$ cat config.mk
export PLATFORM = sky130hd
export DESIGN_NAME = link_bringup_ctrl
export DESIGN_NICKNAME = d
export VERILOG_FILES = /design/src/rtl/link_bringup_pkg.sv /design/src/rtl/link_bringup_ctrl_sync_2ff.sv /design/src/rtl/link_bringup_ctrl.sv
export SDC_FILE = /design/constraint.sdc
export NUM_CORES = 1
export LEC_CHECK = 0
export ABC_AREA = 1
export BUFFER_PORTS_ARGS = -buffer_cell sky130_fd_sc_hd__buf_2
export CORE_MARGIN = 10
export CORE_UTILIZATION = 49
export CTS_BUF_LIST = sky130_fd_sc_hd__clkbuf_4
export DETAILED_ROUTE_END_ITERATION = 6
export PLACE_DENSITY = 0.64
export SLEW_MARGIN = 0
export SYNTH_ARGS = -nofsm -noshare
export SYNTH_HDL_FRONTEND = slang
export SYNTH_SLANG_ARGS = --single-unit
$ cat constraint.sdc
create_clock -name clk -period 6 [get_ports clk]
set_input_delay 0.6 -clock clk [delete_from_list [all_inputs] [get_ports clk]]
set_output_delay 0.6 -clock clk [all_outputs]
set_load 0.01 [all_outputs]
$ cat src/rtl/link_bringup_pkg.sv
// Shared types for the link/DDR bring-up sequencer: FSM state encoding and fault codes.
package link_bringup_pkg;

  typedef enum logic [2:0] {
    RST_HOLD = 3'd0,
    WAIT_GT  = 3'd1,
    WAIT_BLK = 3'd2,
    WAIT_DDR = 3'd3,
    SETTLE   = 3'd4,
    READY    = 3'd5,
    FAULT    = 3'd6
  } state_t;

  localparam logic [1:0] FC_NONE = 2'd0;
  localparam logic [1:0] FC_GT   = 2'd1;
  localparam logic [1:0] FC_BLK  = 2'd2;
  localparam logic [1:0] FC_DDR  = 2'd3;

endpackage

$ cat src/rtl/link_bringup_ctrl_sync_2ff.sv
// Two-flop synchroniser for one asynchronous status bit, reset to 0.
module sync_2ff (
  input  logic clk,
  input  logic rst,
  input  logic d,
  output logic q
);

  logic meta_reg;
  logic q_reg;

  always_ff @(posedge clk or posedge rst) begin
    if (rst) begin
      meta_reg <= 1'b0;
      q_reg    <= 1'b0;
    end else begin
      meta_reg <= d;
      q_reg    <= meta_reg;
    end
  end

  assign q = q_reg;

endmodule

$ cat src/rtl/link_bringup_ctrl.sv
// Bring-up sequencer for the QSFP 25GE MAC/GT and DDR4: reset, lock waits, settle, READY/FAULT.
// Optional macro LINK_BRINGUP_STATS_EN adds the saturating link_drop_cnt output.
module link_bringup_ctrl
  import link_bringup_pkg::*;
#(
  parameter int unsigned RESET_CYCLES  = 16,
  parameter int unsigned LOCK_TIMEOUT  = 1048576,
  parameter int unsigned SETTLE_CYCLES = 256,
  parameter int unsigned MAX_RETRY     = 3,
  parameter int unsigned CNT_W         = 24
) (
  input  logic       clk,
  input  logic       sys_reset,
  input  logic       gt_locked_in,
  input  logic       block_lock_in,
  input  logic       ddr_calib_done_in,
  input  logic       restart,
  output logic       gt_reset_out,
  output logic       mac_ready,
  output logic       fault,
  output logic [1:0] fault_code,
  output logic [2:0] state,
  output logic [1:0] retry_cnt
`ifdef LINK_BRINGUP_STATS_EN
  ,
  output logic [15:0] link_drop_cnt
`endif
);

  logic [2:0] status_in;
  logic [2:0] status_s;
  logic       gt_s, blk_s, ddr_s;

  assign status_in = {ddr_calib_done_in, block_lock_in, gt_locked_in};

  generate
    for (genvar gi = 0; gi < 3; gi++) begin : g_sync
      sync_2ff u_sync (
        .clk (clk),
        .rst (sys_reset),
        .d   (status_in[gi]),
        .q   (status_s[gi])
      );
    end
  endgenerate

  assign gt_s  = status_s[0];
  assign blk_s = status_s[1];
  assign ddr_s = status_s[2];

  state_t           state_reg, state_next;
  logic [CNT_W-1:0] timer_reg, timer_next;
  logic [1:0]       retry_reg, retry_next;
  logic [1:0]       code_reg, code_next;
  logic             gt_reset_reg, gt_reset_next;
  logic             mac_ready_reg, mac_ready_next;
  logic             fault_reg, fault_next;
  logic             do_retry;
  logic [1:0]       retry_code;
  logic             lock_timeout;

  assign lock_timeout = (timer_reg == CNT_W'(LOCK_TIMEOUT - 1));

  // State register; the outputs are registered from the next state so they line up with it.
  always_ff @(posedge clk or posedge sys_reset) begin
    if (sys_reset) begin
      state_reg     <= RST_HOLD;
      timer_reg     <= '0;
      retry_reg     <= 2'd0;
      code_reg      <= FC_NONE;
      gt_reset_reg  <= 1'b1;
      mac_ready_reg <= 1'b0;
      fault_reg     <= 1'b0;
    end else begin
      state_reg     <= state_next;
      timer_reg     <= timer_next;
      retry_reg     <= retry_next;
      code_reg      <= code_next;
      gt_reset_reg  <= gt_reset_next;
      mac_ready_reg <= mac_ready_next;
      fault_reg     <= fault_next;
    end
  end

  always_comb begin
    state_next = state_reg;
    retry_next = retry_reg;
    code_next  = code_reg;
    do_retry   = 1'b0;
    retry_code = FC_NONE;
    if (restart) begin
      state_next = RST_HOLD;
      retry_next = 2'd0;
      code_next  = FC_NONE;
    end else begin
      // Within each state, lock loss is checked before progress, and progress before timeout.
      case (state_reg)
        RST_HOLD: begin
          if (timer_reg == CNT_W'(RESET_CYCLES - 1)) state_next = WAIT_GT;
        end
        WAIT_GT: begin
          if (gt_s)              state_next = WAIT_BLK;
          else if (lock_timeout) begin do_retry = 1'b1; retry_code = FC_GT; end
        end
        WAIT_BLK: begin
          if (!gt_s)             begin do_retry = 1'b1; retry_code = FC_GT; end
          else if (blk_s)        state_next = WAIT_DDR;
          else if (lock_timeout) begin do_retry = 1'b1; retry_code = FC_BLK; end
        end
        WAIT_DDR: begin
          if (!gt_s)             begin do_retry = 1'b1; retry_code = FC_GT; end
          else if (!blk_s)       begin do_retry = 1'b1; retry_code = FC_BLK; end
          else if (ddr_s)        state_next = SETTLE;
          else if (lock_timeout) begin state_next = FAULT; code_next = FC_DDR; end
        end
        SETTLE: begin
          if (!gt_s)             begin do_retry = 1'b1; retry_code = FC_GT; end
          else if (!blk_s)       begin do_retry = 1'b1; retry_code = FC_BLK; end
          else if (!ddr_s)       begin state_next = FAULT; code_next = FC_DDR; end
          else if (timer_reg == CNT_W'(SETTLE_CYCLES - 1)) state_next = READY;
        end
        READY: begin
          if (!gt_s)             begin do_retry = 1'b1; retry_code = FC_GT; end
          else if (!blk_s)       begin do_retry = 1'b1; retry_code = FC_BLK; end
          else if (!ddr_s)       begin state_next = FAULT; code_next = FC_DDR; end
        end
        FAULT:   state_next = FAULT;
        default: state_next = FAULT;
      endcase

      if (do_retry) begin
        if (retry_reg == 2'(MAX_RETRY)) begin
          state_next = FAULT;
          code_next  = retry_code;
        end else begin
          retry_next = retry_reg + 2'd1;
          state_next = RST_HOLD;
        end
      end

      if (state_next == READY && state_reg != READY) retry_next = 2'd0;
    end
  end

  always_comb begin
    timer_next     = (restart || state_next != state_reg) ? '0 : timer_reg + 1'b1;
    gt_reset_next  = (state_next == RST_HOLD) || (state_next == FAULT);
    mac_ready_next = (state_next == READY);
    fault_next     = (state_next == FAULT);
  end

  assign gt_reset_out = gt_reset_reg;
  assign mac_ready    = mac_ready_reg;
  assign fault        = fault_reg;
  assign fault_code   = code_reg;
  assign state        = state_reg;
  assign retry_cnt    = retry_reg;

`ifdef LINK_BRINGUP_STATS_EN
  logic [15:0] drop_cnt_reg;
  logic        drop_evt;

  // Only lock loss out of READY counts; restart and DDR loss are not link drops.
  assign drop_evt = !restart && (state_reg == READY) && (!gt_s || !blk_s);

  always_ff @(posedge clk or posedge sys_reset) begin
    if (sys_reset)                               drop_cnt_reg <= 16'd0;
    else if (drop_evt && drop_cnt_reg != 16'hFFFF) drop_cnt_reg <= drop_cnt_reg + 16'd1;
  end

  assign link_drop_cnt = drop_cnt_reg;
`endif

endmodule

### Yosys cells after proc, flatten, opt, wreduce, memory -nomap -nowiden

Cells that the tools add are included.

* output and inout bits: 10
* flip-flop bits (word level): 40
* logic and storage cells: 91

* $add $sub $neg: 2
* muxes and demuxes: 52
* equal/unequal tests: 15
* reduce and logical (&&, ||, !) cells: 9

Operator list (count)
* 3-bit 2-to-1 mux: 19
* 2-bit 2-to-1 mux: 19
* 24-bit by 1-bit adder with 24-bit output, second input constant: 1
* 24-bit by 20-bit equality test with 1-bit output, second input constant: 1
* 24-bit by 4-bit equality test with 1-bit output, second input constant: 1
* 24-bit by 8-bit equality test with 1-bit output, second input constant: 1
* 24-bit 2-to-1 mux: 1
* 3-bit one-hot mux with 6 select lines: 1
* 3-bit equality test, second input constant: 5
* 1-bit 2-to-1 mux: 9
* 3-bit by 2-bit equality test with 1-bit output, second input constant: 2
* 3-bit logical NOT: 2
* 2-bit one-hot mux with 3 select lines: 1
* 2-bit one-hot mux with 2 select lines: 1
* 3-bit by 1-bit equality test with 1-bit output, second input constant: 1
* 3-bit by 2-bit inequality test with 1-bit output, second input constant: 1
* 3-bit inequality test: 1
* 3-bit inequality test, second input constant: 1
* 1-bit one-hot mux with 3 select lines: 1
* 3-bit nonzero test: 1
* 3-bit OR reduction: 1
* 2-bit by 1-bit adder with 2-bit output, second input constant: 1
* 2-bit equality test, second input constant: 1
* 1-bit logical OR: 2
* other kinds (3): 3

### Longest topological paths before layout

* depth after elaboration: 12
* mapped depth: 17
* gate-level depth less buffers: 16

### Hierarchy

Synthesis repeated with hierarchy kept, for this count alone.

* cells, all modules: 281
* area, all modules: 2399.8 µm²

Modules (own cells, without submodules)
* link_bringup_ctrl: cells each 272, seq. area each 852.1 µm², area an instance 2238.4 µm², times used 1
* sync_2ff: cells each 3, seq. area each 50.0 µm², area an instance 53.8 µm², times used 3

### Worst setup path before layout

No wires, ideal clock.

* kind: reg-to-reg
* start point: reg timer_reg[0]
* end point: reg timer_reg[5]
* setup time: 0.068 ns
* arrival time: 1.941 ns
* stages on the path, launching flop included: 16
* clock period less this slack: 2.009 ns
* buffers on the path: 1
* data required time: 5.932 ns
* slack: 3.991 ns
* cell sequence: dfrtp_1 > ha_1 > nand2_1 > nor2_2 > nand2_4 > nor2_8 > nand3_2 > nand2_2 > nor2_1 > nand3_2 > nand2_1 > nand2_1 > nor2_1 > nand2_4 > buf_12 > nor2_4

* cells in the longest elaborated chain, start to end: 12
* elaborated cells between the ends (all ways): 26

RTL lines
* from (decl): RTL line link_bringup_ctrl.sv:52 `logic [CNT_W-1:0] timer_reg, timer_next;`
* from (signal assigned): RTL line link_bringup_ctrl.sv:76 `timer_reg <= timer_next;`
* 24-bit by 8-bit equality test with 1-bit output or 24-bit by 20-bit equality test with 1-bit output (tied branches): RTL line link_bringup_ctrl.sv:120, link_bringup_ctrl.sv:62
* 3-bit 2-to-1 mux, or another cell as far along: RTL line link_bringup_ctrl.sv:120 `else if (timer_reg == CNT_W'(SETTLE_CYCLES - 1)) state_next = READY;`
* 3-bit 2-to-1 mux, or another cell as far along: RTL line link_bringup_ctrl.sv:119 `else if (!ddr_s) begin state_next = FAULT; code_next = FC_DDR; end`
* 3-bit 2-to-1 mux, or another cell as far along: RTL line link_bringup_ctrl.sv:118 `else if (!blk_s) begin do_retry = 1'b1; retry_code = FC_BLK; end`
* 3-bit 2-to-1 mux, or another cell as far along: RTL line link_bringup_ctrl.sv:117 `if (!gt_s) begin do_retry = 1'b1; retry_code = FC_GT; end`
* 3-bit one-hot mux with 6 select lines or 1-bit 2-to-1 mux (tied branches): RTL line link_bringup_ctrl.sv:97, link_bringup_ctrl.sv:91
* 3-bit 2-to-1 mux: RTL line link_bringup_ctrl.sv:131 `if (do_retry) begin`
* 3-bit 2-to-1 mux (2 in a row): RTL line link_bringup_ctrl.sv:91 `if (restart) begin`
* 3-bit inequality test: RTL line link_bringup_ctrl.sv:146 `timer_next = (restart || state_next != state_reg) ? '0 : timer_reg + 1'b1;`
* 1-bit logical OR: RTL line link_bringup_ctrl.sv:146
* 24-bit 2-to-1 mux *: RTL line link_bringup_ctrl.sv:146
* net timer_next[5]: RTL line link_bringup_ctrl.sv:52

The timed path passes the listed nets; every way through them passes the cells marked *. The select of a mux whose other input is x is not followed.
A chain may end at the register's enable or synchronous reset.

### Worst setup path in the final report

* start point: reg timer_reg[0]
* end point: reg timer_reg[0]

The elaborated chain is that of the path after synthesis.

==> run summary <==
Clock transition at path regs - 0.12 ns
Fmax - 404 MHz
Seq cells post-synth - 40
Setup CP Type - register to register
Initial DRC count - 86
Vias - 1617
Post-layout minimum cycle time - 2.47 ns
Xor-xnor portion of the synthesized cell area - 9.03%
Hold Fails Final Rpt - 0
Largest net degree at the start of global routing - 41
Worst endpoint required time - 6.27 ns
Status - finished, final reports clean
Final setup viols - 0
Initial Util - 51.7%
Post-Syn Instances - 253
Post-synthesis simple-gate area fraction - 36.5%
Fraction of the mapped netlist area in compound gates - 4.11%
Main combinational cell family by area after synthesis - simple AND/OR/NAND/NOR gates
TritonCTS clock tree - yes
Core area - 4470 µm²
Synth cell types - 26
Worst Path Arrival - 2.74 ns
Avg Cell Area, Syn - 9.15 µm²
Worst min path class - primary input to async pin
CP max stage cell - dfrtp_1
Rows - 24
Layout cells sized above 1 - 24.0%
Cts bufs inserted - 5
Worst path cell trace - ha_1 -> nand2_1 -> nor2_2 -> nand2_4 -> nor2_8 -> nand3_2 -> nand2_2 -> nor2_1 -> nand3_2 -> nand2_1 -> nand2_1 -> nor2_1 -> nand2_4 -> nor2_1
I/O Pins - 16
Slew HR - 57.7%
Max-slew violations - 0
Startpoint Class - register
ANT nets after route - 0
Initial antenna violation count - 0
Static Leak - 1.12 nW
Final WL - 4.00 mm
Global route total overflow - 0
Hpwl dp - 3.07 mm
Worst hold slack - 0.337 ns
Final net count - 282
Cell area after synthesis - 2310 µm²
Port-buffer cells - 15
CP max stage delay - 0.41 ns
Vias in the first global route - 1603
Fin crit share - 41.2%
Register area share after synthesis - 43.3%
Peak supply drop - 0.157 mV
RePlAce Congestion - 0.884
Post-Synth Adder-Cell Area - 1.08%
Register-to-Register Path Depth - 14
Reg2Reg Setup Slack - 3.53 ns
Die W - 88.7 µm
Unrepaired setup endpoints after global routing - no
Max Cap Viol - 0
Number of flip-flops in the largest register - 24
Postcts setup bufs - 0
Crit. End Element - register
Antenna Diode Count - 0
Final setup TNS - 0 ns
Worst-case clock buffer depth - 2
Worst-skew pair later-pin latency - 0.35 ns
# DRC - 0
Post-CTS sizing - 0
Die height - 88.7 µm
Root buffer cell - clkbuf_4
Via density per instance - 4.94
Max H-tree Level - 2
Slew @ Worst Pin - 0.634 ns
Global-route wire length before repair - 7.51 mm
Avg WL per Cell - 12.2 µm
Syn Nets - 261
CP Max Fanout - 24
Power Density - 173 nW/µm²
Clk_skew - 0.0123 ns
Hold buffers post-CTS - 0
Area grow syn2layout - 7.08%
Mux contribution to synthesized area - 0%
Clk sink count - 40
DRT Pass-1 Iters - 6
Die area - 7870 µm²
GRT Total Usage - 12.0%
Synth warn - 0
[metal layers]
metal | vias up | track usage [%] | share of wire [%]
met5 | - | 0 | 0
met4 | 0 | 4.55 | 1.5
met3 | 6 | 3.49 | 4.9
met2 | 32 | 17.1 | 44
met1 | 725 | 16.6 | 50
li1 | 854 | - | -
[cells in the mapped netlist]
| master | number | area share [%] |
|---|---|---|
| dfrtp_1 | 39 | 42 |
| o22ai_1 | 1 | 0.27 |
| xnor2_1 | 7 | 2.6 |
| nor2_1 | 30 | 4.9 |
| o21ai_0 | 7 | 1.5 |
| ha_1 | 2 | 1.1 |
| a21oi_1 | 6 | 1.3 |
| a41oi_1 | 1 | 0.38 |
| nand2_4 | 4 | 1.9 |
| inv_2 | 3 | 0.49 |
| nand4_1 | 8 | 2.2 |
| buf_12 | 2 | 1.7 |
| nor2_4 | 22 | 11 |
| nor2_8 | 1 | 0.86 |
| inv_1 | 23 | 3.7 |
| nor3_1 | 12 | 2.6 |
| nand3_2 | 4 | 1.7 |
| nand2_1 | 40 | 6.5 |
| dfstp_2 | 1 | 1.1 |
| nand3_1 | 14 | 3.0 |
| nor2_2 | 2 | 0.54 |
| and3_1 | 1 | 0.27 |
| o211ai_1 | 2 | 0.65 |
| xor2_2 | 1 | 0.70 |
| xor2_1 | 15 | 5.7 |
| nand2_2 | 5 | 1.4 |
[worst max-delay path: cells and delay by family, from the launching register on]
kind,cells,cell delay (ns)
simple gates,13,1.72
flops,1,0.41
fa+ha+maj,1,0.24
[where the power goes]
part	leakage (nW)	internal [W]	switching, W	total [W]
Combinational	0.559	0.00000449	0.0000163	0.0000208
Sequential	0.539	0.000273	0.00000221	0.000275
Clock	0.0249	0.0000441	0.0000883	0.000132
[cell type report]
type	count	area, µm²
clock inverter	3	18.8
timing repair buffer	16	82.6
sequential	40	1000
clock buffer	5	37.5
inverter	26	97.6
multi-input combinational	185	1170
fill	411	2000
tap	52	65.1
[cells by family after synthesis]
family          after synthesis
simple gates                143
flops                        40
buf+inv                      28
compound gates               17
xor+xnor                     23
fa+ha+maj                     2
[cell usage in the layout, fill, tap and decap left out, types with 7 or more instances in the layout]
cell     instances
inv_1           23
nor2_1          30
xor2_1          15
nand4_1          8
o21ai_0          7
xnor2_1          7
buf_2           15
dfrtp_1         39
nand3_1         14
nor2_4          22
nor3_1          12
nand2_1         40
[worst paths after layout]
| kind | start | end |
|---|---|---|
| worst max-delay path | timer_reg[0] | timer_reg[0] |
| worst min-delay path | sys_reset | g_sync[2].u_sync.meta_reg |
| worst max register to register | timer_reg[0] | timer_reg[0] |
| worst min register to register | g_sync[1].u_sync.meta_reg | g_sync[1].u_sync.q |
| max in group asynchronous | sys_reset | gt_reset_out |
| min in group clk | gt_locked_in | g_sync[0].u_sync.meta_reg |
[per-stage QoR]
stage | std cells | setup WS, ns | area, µm² | total power (W) | util, %
final | 327 | 3.53 | 2480 | 0.000429 | 55.4
after global routing | 327 | 3.28 | 2480 | 0.000454 | 55.4
after CTS | 327 | 3.51 | 2480 | 0.000438 | 55.4
after detailed placement | 319 | 3.54 | 2420 | 0.000302 | 54.1
after global placement | 319 | 3.61 | 2420 | 0.000302 | 54.1
after floorplan | 253 | 3.99 | 2310 | 0.000299 | -
Note: power is estimated with default switching activity, not from simulation.
